**src/rtl/rst_seq_ctl.sv**
```systemverilog
// -----------------------------------------------------------------------------
// rst_seq_ctl
//
// Reset sequencer for the CRCU. It holds every enabled unit reset asserted for
// a programmed number of cycles. It then releases the resets one at a time in
// ascending index order, with a programmed delay before each release. A
// power-on sequence runs automatically after CRCU_RST. Software can re-trigger
// a sequence through seq_start.
//
// Ports:
//   CRCU_CLK     in   clock; all logic runs on its rising edge
//   CRCU_RST     in   async active-low reset (deassertion already synchronous)
//   seq_start    in   single-cycle start request, honoured only when idle
//   unit_en      in   [NUM_UNITS]        1 = unit takes part in the sequence
//   hold_cycles  in   [CNT_W]            hold time before the first stage
//   stage_dly    in   [NUM_UNITS*CNT_W]  per-stage delay, field i at i*CNT_W
//   unit_rst     out  [NUM_UNITS]        active-high reset per unit
//   busy         out  sequence in progress
//   done         out  one-cycle pulse when a sequence completes
//   cur_stage    out  [4]                stage being processed (0 when idle)
// -----------------------------------------------------------------------------
module rst_seq_ctl #(
  parameter int NUM_UNITS = 4,
  parameter int CNT_W     = 8,
  parameter int HOLD_DEF  = 16
) (
  input  logic                       CRCU_CLK,
  input  logic                       CRCU_RST,
  input  logic                       seq_start,
  input  logic [NUM_UNITS-1:0]       unit_en,
  input  logic [CNT_W-1:0]           hold_cycles,
  input  logic [NUM_UNITS*CNT_W-1:0] stage_dly,
  output logic [NUM_UNITS-1:0]       unit_rst,
  output logic                       busy,
  output logic                       done,
  output logic [3:0]                 cur_stage
);

  typedef enum logic [1:0] {
    IDLE,
    HOLD,
    REL,
    DONE
  } state_t;

  state_t                     state;
  state_t                     state_nxt;
  logic [NUM_UNITS-1:0]       en_q;
  logic [NUM_UNITS-1:0]       en_nxt;
  logic [NUM_UNITS*CNT_W-1:0] dly_q;
  logic [NUM_UNITS*CNT_W-1:0] dly_nxt;
  logic [CNT_W-1:0]           hold_cnt;
  logic [CNT_W-1:0]           hold_nxt;
  logic [CNT_W-1:0]           dly_cnt;
  logic [CNT_W-1:0]           dly_cnt_nxt;
  logic [NUM_UNITS-1:0]       unit_rst_nxt;
  logic                       busy_nxt;
  logic                       done_nxt;
  logic [3:0]                 stage_nxt;

  logic                       stage_en;
  logic [CNT_W-1:0]           next_dly;
  logic [3:0]                 stage_inc;

  // Select the enable bit of the current stage and the delay of the following
  // stage. Compare-based muxing keeps the 4-bit stage index independent of
  // NUM_UNITS, so indices beyond the last unit simply select nothing.
  always_comb begin
    stage_en  = 1'b0;
    next_dly  = '0;
    stage_inc = cur_stage + 4'd1;
    for (int i = 0; i < NUM_UNITS; i++) begin
      if (cur_stage == 4'(i)) begin
        stage_en = en_q[i];
      end
      if (stage_inc == 4'(i)) begin
        next_dly = dly_q[i*CNT_W +: CNT_W];
      end
    end
  end

  // Next-state and next-output logic. All outputs are registered, so they
  // are computed here one cycle ahead. Holding the value is the default, and
  // done defaults low, which makes it a single-cycle pulse.
  always_comb begin
    state_nxt    = state;
    en_nxt       = en_q;
    dly_nxt      = dly_q;
    hold_nxt     = hold_cnt;
    dly_cnt_nxt  = dly_cnt;
    unit_rst_nxt = unit_rst;
    busy_nxt     = busy;
    done_nxt     = 1'b0;
    stage_nxt    = cur_stage;

    case (state)
      IDLE: begin
        if (seq_start) begin
          en_nxt       = unit_en;
          dly_nxt      = stage_dly;
          hold_nxt     = hold_cycles;
          // Units that are not enabled keep their current reset value.
          unit_rst_nxt = unit_rst | unit_en;
          busy_nxt     = 1'b1;
          stage_nxt    = 4'd0;
          state_nxt    = HOLD;
        end
      end

      HOLD: begin
        // The counter value N runs down to 0, so HOLD lasts N+1 cycles.
        if (hold_cnt == '0) begin
          state_nxt   = REL;
          stage_nxt   = 4'd0;
          dly_cnt_nxt = dly_q[CNT_W-1:0];
        end else begin
          hold_nxt = hold_cnt - CNT_W'(1);
        end
      end

      REL: begin
        // A skipped unit ends its stage at once. An enabled unit waits for
        // its delay counter to reach 0 and then releases on that cycle.
        if (!stage_en || (dly_cnt == '0)) begin
          for (int i = 0; i < NUM_UNITS; i++) begin
            if (stage_en && (cur_stage == 4'(i))) begin
              unit_rst_nxt[i] = 1'b0;
            end
          end
          if (cur_stage == 4'(NUM_UNITS - 1)) begin
            state_nxt = DONE;
            done_nxt  = 1'b1;
          end else begin
            stage_nxt   = stage_inc;
            dly_cnt_nxt = next_dly;
          end
        end else begin
          dly_cnt_nxt = dly_cnt - CNT_W'(1);
        end
      end

      DONE: begin
        // A start request arriving in this cycle is deliberately dropped.
        state_nxt = IDLE;
        busy_nxt  = 1'b0;
        stage_nxt = 4'd0;
      end

      default: begin
        state_nxt = IDLE;
      end
    endcase
  end

  // State and output registers. Reset puts the block straight into HOLD with
  // the power-on configuration: all units enabled, zero stage delays, and a
  // HOLD_DEF hold count.
  always_ff @(posedge CRCU_CLK or negedge CRCU_RST) begin
    if (!CRCU_RST) begin
      state     <= HOLD;
      en_q      <= '1;
      dly_q     <= '0;
      hold_cnt  <= CNT_W'(HOLD_DEF);
      dly_cnt   <= '0;
      unit_rst  <= '1;
      busy      <= 1'b1;
      done      <= 1'b0;
      cur_stage <= 4'd0;
    end else begin
      state     <= state_nxt;
      en_q      <= en_nxt;
      dly_q     <= dly_nxt;
      hold_cnt  <= hold_nxt;
      dly_cnt   <= dly_cnt_nxt;
      unit_rst  <= unit_rst_nxt;
      busy      <= busy_nxt;
      done      <= done_nxt;
      cur_stage <= stage_nxt;
    end
  end

endmodule

```
**config.mk**
```make
export PLATFORM = sky130hd
export DESIGN_NAME = rst_seq_ctl
export DESIGN_NICKNAME = d
export VERILOG_FILES = /design/src/rtl/rst_seq_ctl.sv
export SDC_FILE = /design/constraint.sdc
export NUM_CORES = 1
export LEC_CHECK = 0
export CAP_MARGIN = 20
export CORE_ASPECT_RATIO = 1.75
export CORE_MARGIN = 10
export CORE_UTILIZATION = 38
export DETAILED_ROUTE_END_ITERATION = 10
export REMOVE_ABC_BUFFERS = 1
export SYNTH_ARGS = -nofsm -noshare
export SYNTH_HDL_FRONTEND = slang
export SYNTH_SLANG_ARGS = --single-unit
export TNS_END_PERCENT = 100
```
**constraint.sdc**
```tcl
create_clock -name CRCU_CLK -period 4.5 [get_ports CRCU_CLK]
set_clock_uncertainty 0.2 [all_clocks]
set_input_delay 1.35 -clock CRCU_CLK [delete_from_list [all_inputs] [get_ports CRCU_CLK]]
set_output_delay 1.35 -clock CRCU_CLK [all_outputs]
set_load 0.01 [all_outputs]
```
==> results of run 1 <==
==> routing by layer <==
layer | up-vias | part of all wire (%)
met5 | - | 0
met2 | 63 | 55
li1 | 1351 | -
met1 | 1379 | 38
met4 | 0 | 3.0
met3 | 17 | 4.5
==> sequential cells by signal, indices dropped and copies added (netlist names) <==
register,flops
hold_cnt,8
unit_rst,4
busy,1
done,1
dly_cnt,8
en_q,4
cur_stage,4
dly_q,32
state,2
==> cells by family after synthesis <==
family                   count (synthesis)
AND/OR/NAND/NOR                         84
adder cells (fa/ha/maj)                 12
buffers and inverters                   26
AO/OA/AOI/OAI                          101
XOR/XNOR                                 2
flip-flops                              64
multiplexers                            43
==> tightest hold or removal path: cells and delay by family (launching register included) <==
family	cells	cell delay, ns
DFF	1	0.37
AOI/OAI and AO/OA	1	0.07
and+or+nand+nor	1	0.04
==> synthesized netlist by cell type, types with 3 or more instances <==
library cell and count:
a21o_1 3, nor4_1 4, nand3_1 7, nor3_1 3
nand2b_1 5, buf_2 3, inv_1 14, mux2i_1 5
o211ai_2 3, mux2_2 38, a211oi_2 5, o21ai_2 3
o21ai_0 16, ha_1 12, clkbuf_1 6, nand2_1 23
o22ai_1 5, o31a_1 3, o311a_1 3, dfrtp_1 53
o31ai_1 3, o21a_1 4, dfstp_2 11, a21oi_1 27
nor2_1 17, a31oi_1 3, nor2b_1 5, a221oi_1 7
==> through the flow <==
stage | std cells | setup slack, ns
after floorplan | 320 | 1.63
after global placement | 501 | 0.967
after detailed placement | 501 | 0.923
after CTS | 517 | 1.27
after global routing | 518 | 1.14
final | 518 | 1.29
==> power groups by stage <==
| stage | logic, mW | registers, mW | clock network (mW) |
|---|---|---|---|
| detailed placement | 1.46 | 1.14 | 0 |
| floorplan | 1.10 | 1.07 | 0 |
| global route | 1.62 | 1.17 | 0.734 |
| global placement | 1.43 | 1.13 | 0 |
| CTS | 1.47 | 1.13 | 0.709 |
| finish | 1.45 | 1.13 | 0.697 |
==> worst paths after layout <==
path / to / slack (ns) / depth (start not counted)
worst max register to register: dly_cnt[0]$_DFFE_PN0P_ / 1.35 / 8
worst max-delay path: dly_q[24]$_DFFE_PN0P_ / 1.29 / 4
worst min-delay path: busy$_DFFE_PN1P_ / 0.29 / 2
max in group asynchronous: unit_rst[1]$_DFFE_PN1P_ / 2.36 / 2
worst min register to register: busy$_DFFE_PN1P_ / 0.29 / 2
min in group asynchronous: hold_cnt[5]$_DFFE_PN0P_ / 0.79 / 1
==> cell type report <==
| cell class | instances | area share [%] |
|---|---|---|
| tap | 122 | 3.34 |
| inverter | 14 | 1.15 |
| multi-input combinational | 242 | 40.8 |
| timing repair buffer | 60 | 12.8 |
| clock buffer | 11 | 5.31 |
| sequential | 64 | 35.3 |
| clock inverter | 5 | 1.23 |
==> impl_metrics.ini, run 1 <==
[sta]
slew_violations = 0
finalSetupTns_ns = 0
max_freq_mhz = 312
worstMarginPinSlew_ns = 0.794
relSlewSlack_pct = 46.7
rsz0062_at_grt = no
finalSetupViolations = 0
fin_crit_sh_pct = 71.3
min_period_ns = 3.21
fin_hold_ws_ns = 0.292
hold_violations = 0

[place]
placed_area_um2 = 4270
gp_congestion = 0.809
port_buffers = 56
dpl.hpwl_um = 6730

[route]
detail-route-antenna-nets = 0
wl_um = 8890
vias_per_cell = 5.42
first_iter_violations = 133
drc = 0
vias = 2810
wl_per_cell_um = 17.2
detail_route.first_pass.iterations = 4

[pwr]
power.share.switching_pct = 38.0
leakage_nw = 1.86
p_switching_mw = 1.25
p_int_mw = 2.03
clockPowerShare_pct = 21.3
vdd.ir_drop.worst_v = 0.000298
power.total_mw = 3.28
combinationalPowerShare_pct = 44.4
power_per_cell_area_nw_per_um2 = 717
pwr-share-seq_pct = 34.4

[final_layout]
final_cell_area_um2 = 4570
num_antenna_cells = 0
final_cell_mix = clkdlybuf4s50_1 (55), dfrtp_1 (53), mux2_2 (38)
final_common_cell = clkdlybuf4s50_1
fill_cells = 914
fin_util_pct = 48.6
nets = 450
seq_area_um2 = 1620
multi_input_area_um2 = 1870
syn_to_final_growth_pct = 26.5
drive_gt1_share_pct = 23.2

[global_route]
track_usage_pct = 13.3
use_met1_pct = 13.4
top_usage_layer = met2
grt_pass1_wl_um = 14700
grt_max_degree = 42
use_met2_pct = 24.2
use_met3_pct = 3.63
antenna_found_initial = 0
grt-ovfl-total = 0
grt_pass1_vias = 3021

[critical_path]
crit_family = buffers and inverters
endpoint_kind = flip-flop
cp.buffers_inverters = 2
critPathMaxFanout = 20
timing.rr.start = cur_stage[0]$_DFFE_PN0P_
worstPathArrival_ns = 3.23
cp_cell_sequence = clkdlybuf4s50_1 > nand2_1 > buf_4 > mux2_2
worstSetupStartpointType = input port
worstSetupPathType = input port to flip-flop
startpoint = seq_start
worstPathRequired_ns = 4.52
crit_slowest_cell = nand2_1
crit_path_max_incr_delay_ns = 0.62

[yosys]
syn_area_um2 = 3620
synth_enable_flop_cells = 0
syn_area_per_cell_um2 = 10.9
synth_top_family_by_area = compound AO/OA/AOI/OAI gates
synthMuxAreaShare_pct = 13.2
synth_area_leader_cell = dfrtp_1
synthFlopType = dfrtp_1
yosysSeqAreaShare_pct = 44.7
ys_types = 61
yosysWarnings = 0
async_flop_share_pct = 100
synth_compound_area_share_pct = 20.7
yosysTopAreaCellShare_pct = 36.7
synth-xor-area-share_pct = 0.484
syn_inst = 332
synthTopCellsByArea = dfrtp_1 (37%), mux2_2 (12%), dfstp_2 (8.0%), ha_1 (4.2%), a21oi_1 (3.7%)
synth-simple-area-share_pct = 13.1
ys_seq_elements = 64
yosys.area_share.adder_pct = 4.15

[cts]
clockBufferDepth = 2
ctsHoldBuffers = 0
cts_tree = yes
cts_resized = 0
cts_root_buffer = clkbuf_16
post_cts_buffers = 0
clkTransAtPathRegs_ns = 0.05
insertion_delay_ns = 0.34
numCtsBuffers = 9
h-tree-depth = 3
clock-sinks = 64

[floorplan]
rows = 47
io_pins = 57
die_y_um = 149
core_area_um2 = 9410
die_x_um = 93.7
dieArea_um2 = 14000
initial_core_util_pct = 38.4

[run_status]
status = finished clean

[hold_path]
min_from = busy$_DFFE_PN1P_
hold_path.class = flip-flop to flip-flop

[run]
drv_cap = 0
Power figures use the tool's default switching activity.
==> run 2, diff against run 1 <==
==> constraint.sdc (replaced) <==
create_clock -name CRCU_CLK -period 2.7 [get_ports CRCU_CLK]
set_clock_uncertainty 0.2 [all_clocks]
set_input_delay 0.81 -clock CRCU_CLK [delete_from_list [all_inputs] [get_ports CRCU_CLK]]
set_output_delay 0.81 -clock CRCU_CLK [all_outputs]
set_load 0.01 [all_outputs]
==> impl_metrics.ini, run 2 (synthesis gave the netlist of run 1 again) <==
[final_layout]
largest-register = dly_q
fill_cells = 909
largest_reg_flops = 32
final_common_cell = clkdlybuf4s50_1
nets = 467
fin_util_pct = 50.1
seq_area_um2 = 1620
num_antenna_cells = 0
fin_cells = 535
drive_gt1_share_pct = 26.9
reg_top3 = dly_q: 32 flops, dly_cnt: 8 flops, hold_cnt: 8 flops
multi_input_area_um2 = 1880
final_cell_mix = clkdlybuf4s50_1 (55), dfrtp_1 (53), mux2_2 (38)
syn_to_final_growth_pct = 30.4

[sta]
finalSetupViolations = 0
fin_crit_sh_pct = 94.7
rsz0062_at_grt = yes
relSlewSlack_pct = 67.1
worstMarginPinSlew_ns = 0.493
max_freq_mhz = 391
hold_violations = 0
min_period_ns = 2.56
slew_violations = 0

[pwr]
power_per_cell_area_nw_per_um2 = 1190
p_int_mw = 3.48
vdd.ir_drop.worst_v = 0.000431
leakage_nw = 1.95
power.total_mw = 5.59
p_switching_mw = 2.11
clockPowerShare_pct = 18.6
power.share.switching_pct = 37.7
combinationalPowerShare_pct = 47.7
pwr-share-seq_pct = 33.6

[route]
wl_um = 9120
detail_route.first_pass.iterations = 4
drc = 0
vias_per_cell = 5.34
detail-route-antenna-nets = 0
wl_per_cell_um = 17.1
vias = 2855
first_iter_violations = 158

[floorplan]
rows = 47
die_x_um = 93.7
core_area_um2 = 9410
io_pins = 57
initial_core_util_pct = 38.4
die_y_um = 149
dieArea_um2 = 14000

[cts]
cts_root_buffer = clkbuf_16
insertion_delay_ns = 0.33
clkTransAtPathRegs_ns = 0.05
post_cts_buffers = 0
cts_tree = yes
h-tree-depth = 3
cts_resized = 0
clockBufferDepth = 2
clock-sinks = 64
ctsHoldBuffers = 0
numCtsBuffers = 9

[critical_path]
critPathMaxFanout = 8
r2r_cells = 8
worstPathArrival_ns = 2.57
worstSetupPathType = flip-flop to flip-flop
cp_cell_sequence = inv_1 > ha_1 > and3b_1 > o221ai_2 > a21o_2 > a21oi_1 > nor2_1 > mux2_2
worstSetupStartpointType = flip-flop
crit_path_max_incr_delay_ns = 0.50
worstPathRequired_ns = 2.72
endpoint_kind = flip-flop
crit_slowest_cell = dfrtp_1

[global_route]
grt_pass1_wl_um = 15300
grt_max_degree = 65
antenna_found_initial = 0
track_usage_pct = 13.7
grt_pass1_vias = 3136
grt-ovfl-total = 0

[place]
placedCellCount = 519
port_buffers = 56
gp_congestion = 0.855
dpl.hpwl_um = 6890

[run_status]
status = finished clean

[run]
drv_cap = 0

[hold_path]
hold_path.class = input port to async pin
## run 2: cell count changes in the layout (fill, tap and decap cells not counted), sizes merged
cell / before / now
buf: 5 / 22
bufinv: 1 / 0
clkbuf: 11 / 12
clkinv: 3 / 4
clkinvlp: 1 / 0
## run 2: worst max-delay path, delay by kind of cell (launching register included)
family	cells	cell delay, ns
AO/OA/AOI/OAI	3	0.65
flip-flops	1	0.50
AND/OR/NAND/NOR	2	0.36
multiplexers	1	0.35
adder cells (fa/ha/maj)	1	0.26
buffers and inverters	1	0.11
## run 2: path summary, 6_finish.rpt
check,start,end,slack [ns]
worst max-delay path,cur_stage[0]$_DFFE_PN0P_,state[1]$_DFFE_PN0P_,0.14
worst min-delay path,CRCU_RST,hold_cnt[5]$_DFFE_PN0P_,0.27
worst max register to register,cur_stage[0]$_DFFE_PN0P_,state[1]$_DFFE_PN0P_,0.14
worst min register to register,busy$_DFFE_PN1P_,busy$_DFFE_PN1P_,0.30
max in group asynchronous,CRCU_RST,en_q[2]$_DFFE_PN1P_,1.70
min in group CRCU_CLK,busy$_DFFE_PN1P_,busy$_DFFE_PN1P_,0.30
## run 2: power groups by stage
| stage | clock network, mW | registers, mW | logic (mW) |
|---|---|---|---|
| finish | 1.04 | 1.88 | 2.67 |
| CTS | 1.07 | 1.88 | 2.70 |
| detailed placement | 0 | 1.90 | 2.68 |
| global placement | 0 | 1.89 | 2.63 |
| global route | 1.11 | 1.95 | 2.96 |
| floorplan | 0 | 1.78 | 1.83 |
## run 2: area by class of cell
class / count / share of cell area (%)
multi-input cells: 242 / 39.8
flip-flops and latches: 64 / 34.3
repair buffers: 77 / 15.9
clock buffers: 12 / 5.23
well taps: 122 / 3.24
inverters: 14 / 1.11
clock inverters: 4 / 0.425
## run 2: stage by stage
stage	area (um^2)	setup slack (ns)	TNS (ns)	hold slack (ns)
2_1_floorplan	3540	-0.0386	-0.116	0.270
3_5_place_dp	4440	0.0958	0	0.297
5_1_grt	4710	-0.00277	-0.00277	0.305
6_report	4710	0.144	0	0.267
4_1_cts	4710	0.0874	0	0.293
3_3_place_gp	4440	0.132	0	0.286
## run 2: routing by layer
| layer | vias up | GRT usage (%) | routed length [um] |
|---|---|---|---|
| li1 | 1379 | - | - |
| met1 | 1413 | 13.8 | 3420 |
| met2 | 49 | 25.4 | 5140 |
| met3 | 14 | 2.97 | 340 |
| met4 | 0 | 6.87 | 217 |
| met5 | - | 0 | 0 |
